<file path="src/rtl/rr_prio_arbiter_fsm_pkg.sv">
`default_nettype none
// ============================================================================
// arb_pkg : shared types and helpers for the round-robin/priority arbiter
// Rev 1.0
// ============================================================================
package arb_pkg;

  typedef enum logic {ARB_IDLE = 1'b0, ARB_GRANT = 1'b1} arb_state_t;

  localparam int ARB_FIXED = 0;
  localparam int ARB_RR    = 1;

  // Widest requester vector the helper below can encode.
  localparam int ARB_MAX_N = 32;

  function automatic logic [ARB_MAX_N-1:0] onehot_idx(input int unsigned idx,
                                                      input int unsigned n);
    logic [ARB_MAX_N-1:0] v;
    v = '0;
    if (idx < n && idx < ARB_MAX_N) v[idx[4:0]] = 1'b1;
    return v;
  endfunction

endpackage
`default_nettype wire

</file>
<file path="src/rtl/rr_prio_arbiter_fsm_pick_first.sv">
`default_nettype none
// ============================================================================
// arb_pick_first : combinational rotating first-one finder
// Rev 1.0
// ============================================================================
module arb_pick_first
  import arb_pkg::*;
#(
  parameter int N = 4
) (
  input  logic [N-1:0]         vec,
  input  logic [$clog2(N)-1:0] start,
  output logic [$clog2(N)-1:0] idx,
  output logic                 valid
);

  localparam int IW = $clog2(N);

  // Scan from the far end back toward start so the closest hit wins last.
  always_comb begin
    logic [IW-1:0] pos;
    idx   = '0;
    valid = 1'b0;
    pos   = '0;
    for (int i = N - 1; i >= 0; i--) begin
      pos = IW'((int'(start) + i) % N);
      if (vec[pos]) begin
        idx   = pos;
        valid = 1'b1;
      end
    end
  end

endmodule
`default_nettype wire

</file>
<file path="src/rtl/rr_prio_arbiter_fsm.sv">
`default_nettype none
// ============================================================================
// rr_prio_arbiter_fsm : registered N-requester grant FSM, fixed or RR, hold limit
// Rev 1.0
// ============================================================================
module rr_prio_arbiter_fsm
  import arb_pkg::*;
#(
  parameter int N        = 4,
  parameter int RR_MODE  = 0,
  parameter int MAX_HOLD = 0
) (
  input  logic                 clk,
  input  logic                 resetn,
  input  logic [N-1:0]         r,
  output logic [N-1:0]         g,
  output logic                 busy,
  output logic [$clog2(N)-1:0] owner,
  output logic                 timeout
);

  localparam int            IW        = $clog2(N);
  localparam int            HW        = (MAX_HOLD == 0) ? 1 : $clog2(MAX_HOLD + 1);
  localparam logic [HW-1:0] HOLD_LAST = (MAX_HOLD == 0) ? '0 : HW'(MAX_HOLD - 1);
  localparam logic [IW-1:0] LAST_IDX  = IW'(N - 1);

  arb_state_t    state_q, state_d;
  logic [N-1:0]  g_q, g_d;
  logic [IW-1:0] owner_q, owner_d;
  logic [IW-1:0] last_q, last_d;
  logic [HW-1:0] hold_q, hold_d;
  logic          mask_q, mask_d;
  logic          timeout_q, timeout_d;

  logic [ARB_MAX_N-1:0] own_oh_full, last_oh_full, win_oh_full;
  logic [N-1:0]         others, masked, cand;
  logic [IW-1:0]        start_idx, win_idx;
  logic                 win_valid;

  assign own_oh_full  = onehot_idx(32'(owner_q), N);
  assign last_oh_full = onehot_idx(32'(last_q), N);
  assign win_oh_full  = onehot_idx(32'(win_idx), N);

  generate
    if (N < ARB_MAX_N) begin : g_oh_pad
      logic unused_oh_bits;
      assign unused_oh_bits = ^{own_oh_full[ARB_MAX_N-1:N],
                                last_oh_full[ARB_MAX_N-1:N],
                                win_oh_full[ARB_MAX_N-1:N]};
    end
  endgenerate

  assign others = r & ~own_oh_full[N-1:0];
  assign masked = r & ~last_oh_full[N-1:0];
  // A timed-out owner steps aside once, unless it is the only requester left.
  assign cand   = (mask_q && (masked != '0)) ? masked : r;

  assign start_idx = (RR_MODE == ARB_RR)
                   ? ((last_q == LAST_IDX) ? '0 : last_q + 1'b1)
                   : '0;

  arb_pick_first #(.N(N)) u_pick (
    .vec   (cand),
    .start (start_idx),
    .idx   (win_idx),
    .valid (win_valid)
  );

  always_comb begin
    state_d   = state_q;
    g_d       = g_q;
    owner_d   = owner_q;
    last_d    = last_q;
    hold_d    = hold_q;
    mask_d    = mask_q;
    timeout_d = 1'b0;
    case (state_q)
      ARB_IDLE: begin
        mask_d = 1'b0;
        if (win_valid) begin
          state_d = ARB_GRANT;
          g_d     = win_oh_full[N-1:0];
          owner_d = win_idx;
          last_d  = win_idx;
          hold_d  = '0;
        end
      end
      ARB_GRANT: begin
        if (!r[owner_q]) begin
          state_d = ARB_IDLE;
          g_d     = '0;
        end else if ((MAX_HOLD != 0) && (hold_q == HOLD_LAST) && (others != '0)) begin
          state_d   = ARB_IDLE;
          g_d       = '0;
          timeout_d = 1'b1;
          mask_d    = 1'b1;
        end else if ((MAX_HOLD != 0) && (hold_q != HOLD_LAST)) begin
          hold_d = hold_q + 1'b1;
        end
      end
      default: begin
        state_d = ARB_IDLE;
        g_d     = '0;
      end
    endcase
  end

  always_ff @(posedge clk) begin
    if (!resetn) begin
      state_q   <= ARB_IDLE;
      g_q       <= '0;
      owner_q   <= '0;
      last_q    <= LAST_IDX;
      hold_q    <= '0;
      mask_q    <= 1'b0;
      timeout_q <= 1'b0;
    end else begin
      state_q   <= state_d;
      g_q       <= g_d;
      owner_q   <= owner_d;
      last_q    <= last_d;
      hold_q    <= hold_d;
      mask_q    <= mask_d;
      timeout_q <= timeout_d;
    end
  end

  assign g       = g_q;
  assign busy    = |g_q;
  assign owner   = owner_q;
  assign timeout = timeout_q;

endmodule
`default_nettype wire

</file>
<file path="config.mk">
export PLATFORM = sky130hd
export DESIGN_NAME = rr_prio_arbiter_fsm
export DESIGN_NICKNAME = d
export VERILOG_FILES = /design/src/rtl/rr_prio_arbiter_fsm_pkg.sv /design/src/rtl/rr_prio_arbiter_fsm_pick_first.sv /design/src/rtl/rr_prio_arbiter_fsm.sv
export SDC_FILE = /design/constraint.sdc
export NUM_CORES = 1
export LEC_CHECK = 0
export ABC_AREA = 1
export CAP_MARGIN = 10
export CORE_AREA = 2 2 39 41
export DETAILED_ROUTE_END_ITERATION = 8
export DIE_AREA = 0 0 41 43
export GPL_ROUTABILITY_DRIVEN = 0
export PLACE_DENSITY = 0.58
export SLEW_MARGIN = 25
export SYNTH_ARGS = -nofsm -noshare
export SYNTH_HDL_FRONTEND = slang
export SYNTH_SLANG_ARGS = --single-unit
export TNS_END_PERCENT = 5
</file>
<file path="constraint.sdc">
create_clock -name clk -period 1.42 [get_ports clk]
set_input_delay 0.284 -clock clk [delete_from_list [all_inputs] [get_ports clk]]
set_output_delay 0.284 -clock clk [all_outputs]
set_load 0.05 [all_outputs]
</file>
-- Word level (Yosys, flattened, before mapping)
Cells that the tools add are included.
- flip-flop bits (word level): 7
- input port bits: 6
- output and inout bits: 8
- logic and storage cells: 31
- magnitude comparators: 3
- eq/ne operators: 2
- muxes and demuxes: 18
- bitwise gates (word level): 1
- reduce and logical (&&, ||, !) cells: 4
- operators by type and width (kind ; number):
    $mux W1 ; 8
    $mux W2 ; 4
    $mux W4 ; 2
    $pmux W4 S2 ; 1
    $lt A2 B6 Y1 const B ; 1
    $reduce_and A2 Y1 ; 2
    $reduce_or A4 Y1 ; 1
    $lt A2 B3 Y1 const B ; 1
    $bmux W1 S2 ; 1
    $demux W1 S2 ; 1
    $ge A2 B1 Y1 const B ; 1
    $ne A2 B1 Y1 const B ; 1
    $ne A2 B2 Y1 const B ; 1
    $pmux W1 S2 ; 1
    $logic_and A1 B1 Y1 ; 1
    $not A1 Y1 ; 1

-- Longest topological paths before layout
Gate-level depths: netlist of run 1.
- word-level depth: 10
- gate-level depth with buffers: 7
- mapped depth without buffers: 7

-- Cells and area by module
From an unflattened synthesis of run 1, not the netlist that was laid out.
- cell total of the unflattened synthesis: 89
- area total of the unflattened synthesis: 546.8 um^2
- modules (own cells, without submodules) (module ; times used ; cells each ; area each (um^2) ; sequential area each (um^2)):
    rr_prio_arbiter_fsm ; 1 ; 45 ; 331.6 ; 140.1
    arb_pick_first ; 1 ; 44 ; 215.2 ; 0.0

-- Least setup slack after synthesis of run 1
OpenSTA, ideal clock, no wires.
- path type: reg-to-output
- start point: register g_q[3], in the netlist g[3]
- end point: output port busy
- arrival time: 1.296 ns
- required time: 1.136 ns
- slack: -0.160 ns
- cell stages (with the launch flop): 2
- buffers on the path: 0
- cells stage by stage: dfxtp_1 -> or4_1
- longest elaborated chain between the ends: 1
- ends and longest elaborated chain (element ; line ; text):
    from (decl) ; rr_prio_arbiter_fsm.sv:28 ; logic [N-1:0] g_q, g_d;
    from (signal assigned) ; rr_prio_arbiter_fsm.sv:119 ; g_q <= g_d;
    $reduce_or A4 Y1 ; rr_prio_arbiter_fsm.sv:129 ; assign busy = |g_q;
    to (decl) ; rr_prio_arbiter_fsm.sv:17 ; output logic busy,
Every way passes these cells.

-- Worst setup path in the final report of run 1
- start point: register g_q[2], in the netlist g[2]
- end point: output port busy
Same word-level chain as after synthesis.

==> impl_metrics.tcl, run 1 <==
set metrics [dict create \
    ant_nets 0 \
    syn_to_final_growth_pct 74.3 \
    dp_hpwl_um 666 \
    final_area_um2 611 \
    setup_ws_ns -0.132 \
    cp-start-kind "flop" \
    drc 0 \
    intPower_w 0.000404 \
    pwr-share-comb_pct 32.3 \
    ys_ff_latch 7 \
    grt-ovfl-total 0 \
    synth_ff_type "dfxtp_1" \
    antenna_cells 0 \
    crit_buf_inv 1 \
    status "finished with violations" \
    synth_edf_count 0 \
    via_count 395 \
    yosysUniqueCellTypes 15 \
    drtPass1Iterations 4 \
    arrival_ns 1.27 \
    power_w 0.000599 \
    timing.max_cap.violations 0 \
    clkPwrFrac_pct 30.5 \
    dieArea_um2 1760 \
    ir_worst_vdd_mv 0.459 \
    switching_share_pct 32.6 \
    core_area_um2 1380 \
    maxSlewViolCount 0 \
    yosys-top-cells-area "dfxtp_1 40%, a21oi_1 11%, nand3_1 8.6%" \
    clock_skew_ns 0.00185 \
    period_share_pct 109 \
    grt_max_degree 8 \
    seq_power_share_pct 37.3 \
    max_freq_ghz 0.644 \
    synth_commonest_cells "8 x a21oi_1, 7 x dfxtp_1, 6 x inv_1, 6 x nand2_1, 6 x nand3_1" \
    wirelength_um 889 \
    crit_family "simple AND/OR/NAND/NOR gates" \
    failed_checks "setup timing" \
    cts_tree "yes" \
    cp_cell_sequence "or4_4 > buf_8" \
    synthesis.instances 49 \
    fillCellCount 152 \
    die_y_um 43 \
    clock_latency_ns 0.25 \
    final-setup-viol-count 1 \
    cpMaxStageDelayCell "or4_4" \
    ys_async_sr_fraction_pct 0 \
    yosysMostFrequentCell "a21oi_1" \
    synth.top_cell.area_share_pct 40.0 \
    drt-initial-drc-count 16 \
    numCtsBuffers 3 \
    layout-drive-gt1-share_pct 33.8 \
    nets 75 \
    hold_viol_final 0 \
    yosys.area.top_type "dfxtp_1" \
    io-pin-count 14 \
    hold_class "reg -> reg" \
    synthesis.area_um2 350 \
    worstPathRequired_ns 1.14 \
    avgRoutedWirePerCell_um 10.6 \
    avgSynthCellArea_um2 7.15 \
    antenna_found_initial 0 \
    die_width_um 41 \
    powerDensity_nw_per_um2 981 \
    via_per_inst 4.70 \
    min_period_ns 1.55 \
    start_util_pct 25.3 \
    grt_usage_pct 12.8 \
    cts_buffer_depth 2 \
    portBuffers 12 \
    synth_fp_nets 55 \
    yosysWarnings 0 \
    cp_max_fo 2 \
    cp-end-kind "output pin" \
    p_leak_nw 0.260 \
    critPathMaxStageDelay_ns 0.53 \
    path_class "reg -> out" \
    yosysSeqAreaShare_pct 40.0 \
    cts_root_buffer "clkbuf_4" \
    dpl_cell_area_um2 569 \
    clkTransAtPathRegs_ns 0.05 \
    clock-sinks 7 \
    htree_num_levels 1 \
    net-switching-power_w 0.000195 \
    rsz0062_at_grt "yes" \
    grt_pass1_vias 356 \
    grt_pass1_wl_mm 1.46 \
    rows 14 \
]
-- power groups by stage --
stage	clock network (W)	logic, W	registers (W)
final	0.000183	0.000193	0.000223
after CTS	0.000191	0.000194	0.000223
after global placement	0	0.000181	0.000229
after floorplan	0	0.0000748	0.000255
after detailed placement	0	0.000181	0.000229
after global routing	0.000198	0.000206	0.000225
-- path summary, 6_finish.rpt --
check,start,to,slack [ns],cells after the start
max,g[2],busy,-0.13,2
min,state_q,state_q,0.53,1
max reg2reg,owner[0],g[3],0.34,7
min reg2reg,state_q,state_q,0.53,1
-- layout make-up --
class / count / area, um^2 / area share [%]
clock buffers: 4 / 26.3 / 4.30
repair buffers: 16 / 215 / 35.2
flip-flops and latches: 7 / 143 / 23.4
inverters: 6 / 22.5 / 3.69
multi-input cells: 35 / 184 / 30.1
well taps: 16 / 20.0 / 3.28
-- flip-flops by register name, summed over array words and instances (netlist names) --
register,count
g,4
owner,2
state_q,1
-- cell usage in the layout, fill, tap and decap left out --
master / count
conb_1: 1
dfxtp_1: 5
buf_12: 6
or4_4: 1
nor2_1: 2
nor2_2: 2
clkbuf_1: 1
nand3_1: 6
a21oi_1: 8
buf_8: 1
clkdlybuf4s50_1: 5
nand2_1: 6
nand3_2: 1
dfxtp_2: 2
buf_4: 4
clkbuf_4: 3
inv_1: 6
nand2_2: 3
o21ai_1: 2
nand3b_1: 1
o21ai_0: 2
-- kinds of logic (layout without fill, tap and decap cells) --
| kind of cell | Yosys count | in the layout | share of synthesized area (%) |
|---|---|---|---|
| and+or+nand+nor | 22 | 22 | 33.2 |
| AOI/OAI and AO/OA | 12 | 12 | 17.1 |
| DFF | 7 | 7 | 40.0 |
| buffers and inverters | 7 | 26 | 8.57 |
| other | 1 | 1 | 1.07 |
-- worst register-to-register path: cells and delay by family, from the launching register on --
family          cells  cell delay, ns
simple gates        5            0.38
buf+inv             1            0.11
compound gates      1            0.06
flops               1            0.42
-- metal layers --
layer	GRT usage, %	wire length, um	up-vias
met1	16.2	397	172
met5	0	0	-
met4	12.0	38	0
met3	3.14	81	5
met2	16.6	373	16
li1	-	-	202
-- metrics by stage --
| stage | cells | hold slack, ns | utilization [%] | TNS, ns | worst slack [ns] |
|---|---|---|---|---|---|
| after detailed placement | 79 | 0.499 | 41.1 | -0.115 | -0.0354 |
| after global routing | 84 | 0.562 | 44.1 | -0.164 | -0.164 |
| after CTS | 84 | 0.524 | 44.1 | -0.144 | -0.144 |
| after global placement | 79 | 0.501 | 41.1 | -0.135 | -0.0294 |
| after floorplan | 49 | 0.422 | - | 0 | 0.0176 |
| final | 84 | 0.526 | 44.1 | -0.132 | -0.132 |
-- repair_timing --
action	CTS	global route
resized for setup	2	0
hold buffers	0	0
buffers inserted	1	0
endpoints found under the setup margin	1	1
(Power assumes the default switching activity.)
==> run 2, diff against run 1 <==
- HOLD_SLACK_MARGIN: default -> 0.12
==> results of run 2 <==
Final layout, timing and power as in run 1 (identical DEF).
==> run 3, diff against run 2 <==
- CTS_CLUSTER_DIAMETER: default -> 150
- REMOVE_ABC_BUFFERS: default -> 1
==> run 3 against run 2 <==
  * The flow still finishes with violations (setup timing)
  * Fmax grew 1.2%
  * Largest power group unchanged
  * Critical path depth did not move
  * Cell count is the same
  * Sequential share of layout area is 0.17 points lower
  * Clock skew hardly changed
==> impl_metrics.tcl, run 3 (synthesis results as in run 1) <==
set metrics [dict create \
    status "finished with violations" \
    failed_checks "setup timing" \
    cp_max_fo 2 \
    htree_num_levels 1 \
    start_util_pct 25.3 \
    grt-ovfl-total 0 \
    powerDensity_nw_per_um2 975 \
    regToRegEndpoint "g[2]" \
    ir_worst_vdd_mv 0.368 \
    power_w 0.000589 \
    clock_skew_ns 0.00167 \
    io-pin-count 14 \
    drt-initial-drc-count 6 \
    max_freq_ghz 0.652 \
    clock_latency_ns 0.25 \
    portBuffers 12 \
    cts_tree "yes" \
    dieArea_um2 1760 \
    clock-sinks 7 \
    path_class "reg -> out" \
    largest_register_ffs 4 \
    cp-end-kind "output pin" \
    min_delay_path_depth 1 \
    holdWs_ns 0.530 \
    arrival_ns 1.25 \
    worstPathRequired_ns 1.14 \
    drc 0 \
    antenna_cells 0 \
    cts_buffer_depth 2 \
    antenna_found_initial 0 \
    timing.max_cap.violations 0 \
    hold_class "reg -> reg" \
    rsz0062_at_grt "yes" \
    setup_ws_ns -0.113 \
    layout-drive-gt1-share_pct 30.9 \
    grt_pass1_wl_mm 1.35 \
    whs_endpoint "state_q" \
    worstHoldStart "state_q" \
    final_cell_mix "8 x a21oi_1, 7 x dfxtp_1" \
    grt_max_degree 8 \
    numCtsBuffers 3 \
    grt_usage_pct 11.9 \
    min_period_ns 1.53 \
    grt_pass1_vias 339 \
    r2r-start "owner[0]" \
    die_width_um 41 \
    period_share_pct 108 \
    cp_cell_sequence "or4_4 > buf_6" \
    cts_root_buffer "clkbuf_4" \
    critPathMaxStageDelay_ns 0.53 \
    via_count 381 \
    cts_hold_buf 0 \
    ant_nets 0 \
    syn_to_final_growth_pct 72.5 \
    final-setup-viol-count 1 \
    layout_commonest_cell "a21oi_1" \
    avgRoutedWirePerCell_um 9.82 \
    rows 14 \
    maxSlewViolCount 0 \
    cpMaxStageDelayCell "or4_4" \
    hold_viol_final 0 \
    worstRegToRegCells 7 \
    via_per_inst 4.54 \
    p_leak_nw 0.258 \
    dp_hpwl_um 669 \
    cp-start-kind "flop" \
    wirelength_um 825 \
    reg2reg_slack_ns 0.35 \
    core_area_um2 1380 \
    clkTransAtPathRegs_ns 0.05 \
    nets 75 \
    drtPass1Iterations 4 \
    die_y_um 43 \
]
## run 3: cell types whose count changed in the layout (fill, tap and decap cells not counted)
cell | before | now
buf_6 | 0 | 1
buf_8 | 1 | 0
dfxtp_1 | 5 | 7
dfxtp_2 | 2 | 0
## run 3: worst max path at each step
stage	startpoint	end	slack, ns	cells past startpoint
5_1_grt	g[3]	busy	-0.14	2
4_1_cts	g[3]	busy	-0.13	2
6_report	g[3]	busy	-0.11	2
2_1_floorplan	g[3]	busy	-0.16	1
3_5_place_dp	r[1]	g[2]	-0.02	6
3_3_place_gp	r[1]	g[2]	-0.01	6
## run 3: where the power goes
group | leakage, nW | switching [W] | internal (W)
registers | 0.0575 | 0.0000139 | 0.000209
clock network | 0.0150 | 0.0000722 | 0.000107
logic | 0.185 | 0.000104 | 0.0000833
total | 0.258 | 0.000190 | 0.000399
## run 3: timing repair
item | CTS | global route
setup endpoints to repair | 1 | 1
gates resized for setup | 1 | 1
buffers inserted | 0 | 0
## run 3: worst max-delay path: cells and delay by family (launching register included)
kind / cells / cell delay [ns]
flip-flops: 1 / 0.30
AND/OR/NAND/NOR: 1 / 0.53
buffers and inverters: 1 / 0.17
## run 3: layer usage
layer | track usage [%] | vias to the layer above | part of all wire [%]
met5 | 0 | - | 0
met4 | 8.00 | 0 | 1.2
met3 | 6.28 | 2 | 7.3
met2 | 14.4 | 10 | 46
met1 | 15.5 | 171 | 46
li1 | - | 198 | -
## run 3: per-stage QoR
| step | TNS, ns | worst slack (ns) | area, um^2 | utilization (%) | instances |
|---|---|---|---|---|---|
| CTS | -0.126 | -0.126 | 601 | 43.4 | 84 |
| finish | -0.113 | -0.113 | 604 | 43.7 | 84 |
| floorplan | -0.160 | -0.160 | 343 | - | 48 |
| global route | -0.143 | -0.143 | 604 | 43.7 | 84 |
| global placement | -0.0149 | -0.0133 | 571 | 41.2 | 80 |
| detailed placement | -0.0513 | -0.0165 | 571 | 41.2 | 80 |
## run 3: final cells by class
type / instances / area, um^2
Clock buffer: 4 / 26.3
Fill cell: 139 / 779
Inverter: 6 / 22.5
Multi-Input combinational cell: 35 / 184
Sequential cell: 7 / 140
Tap cell: 16 / 20.0
Timing Repair Buffer: 16 / 211
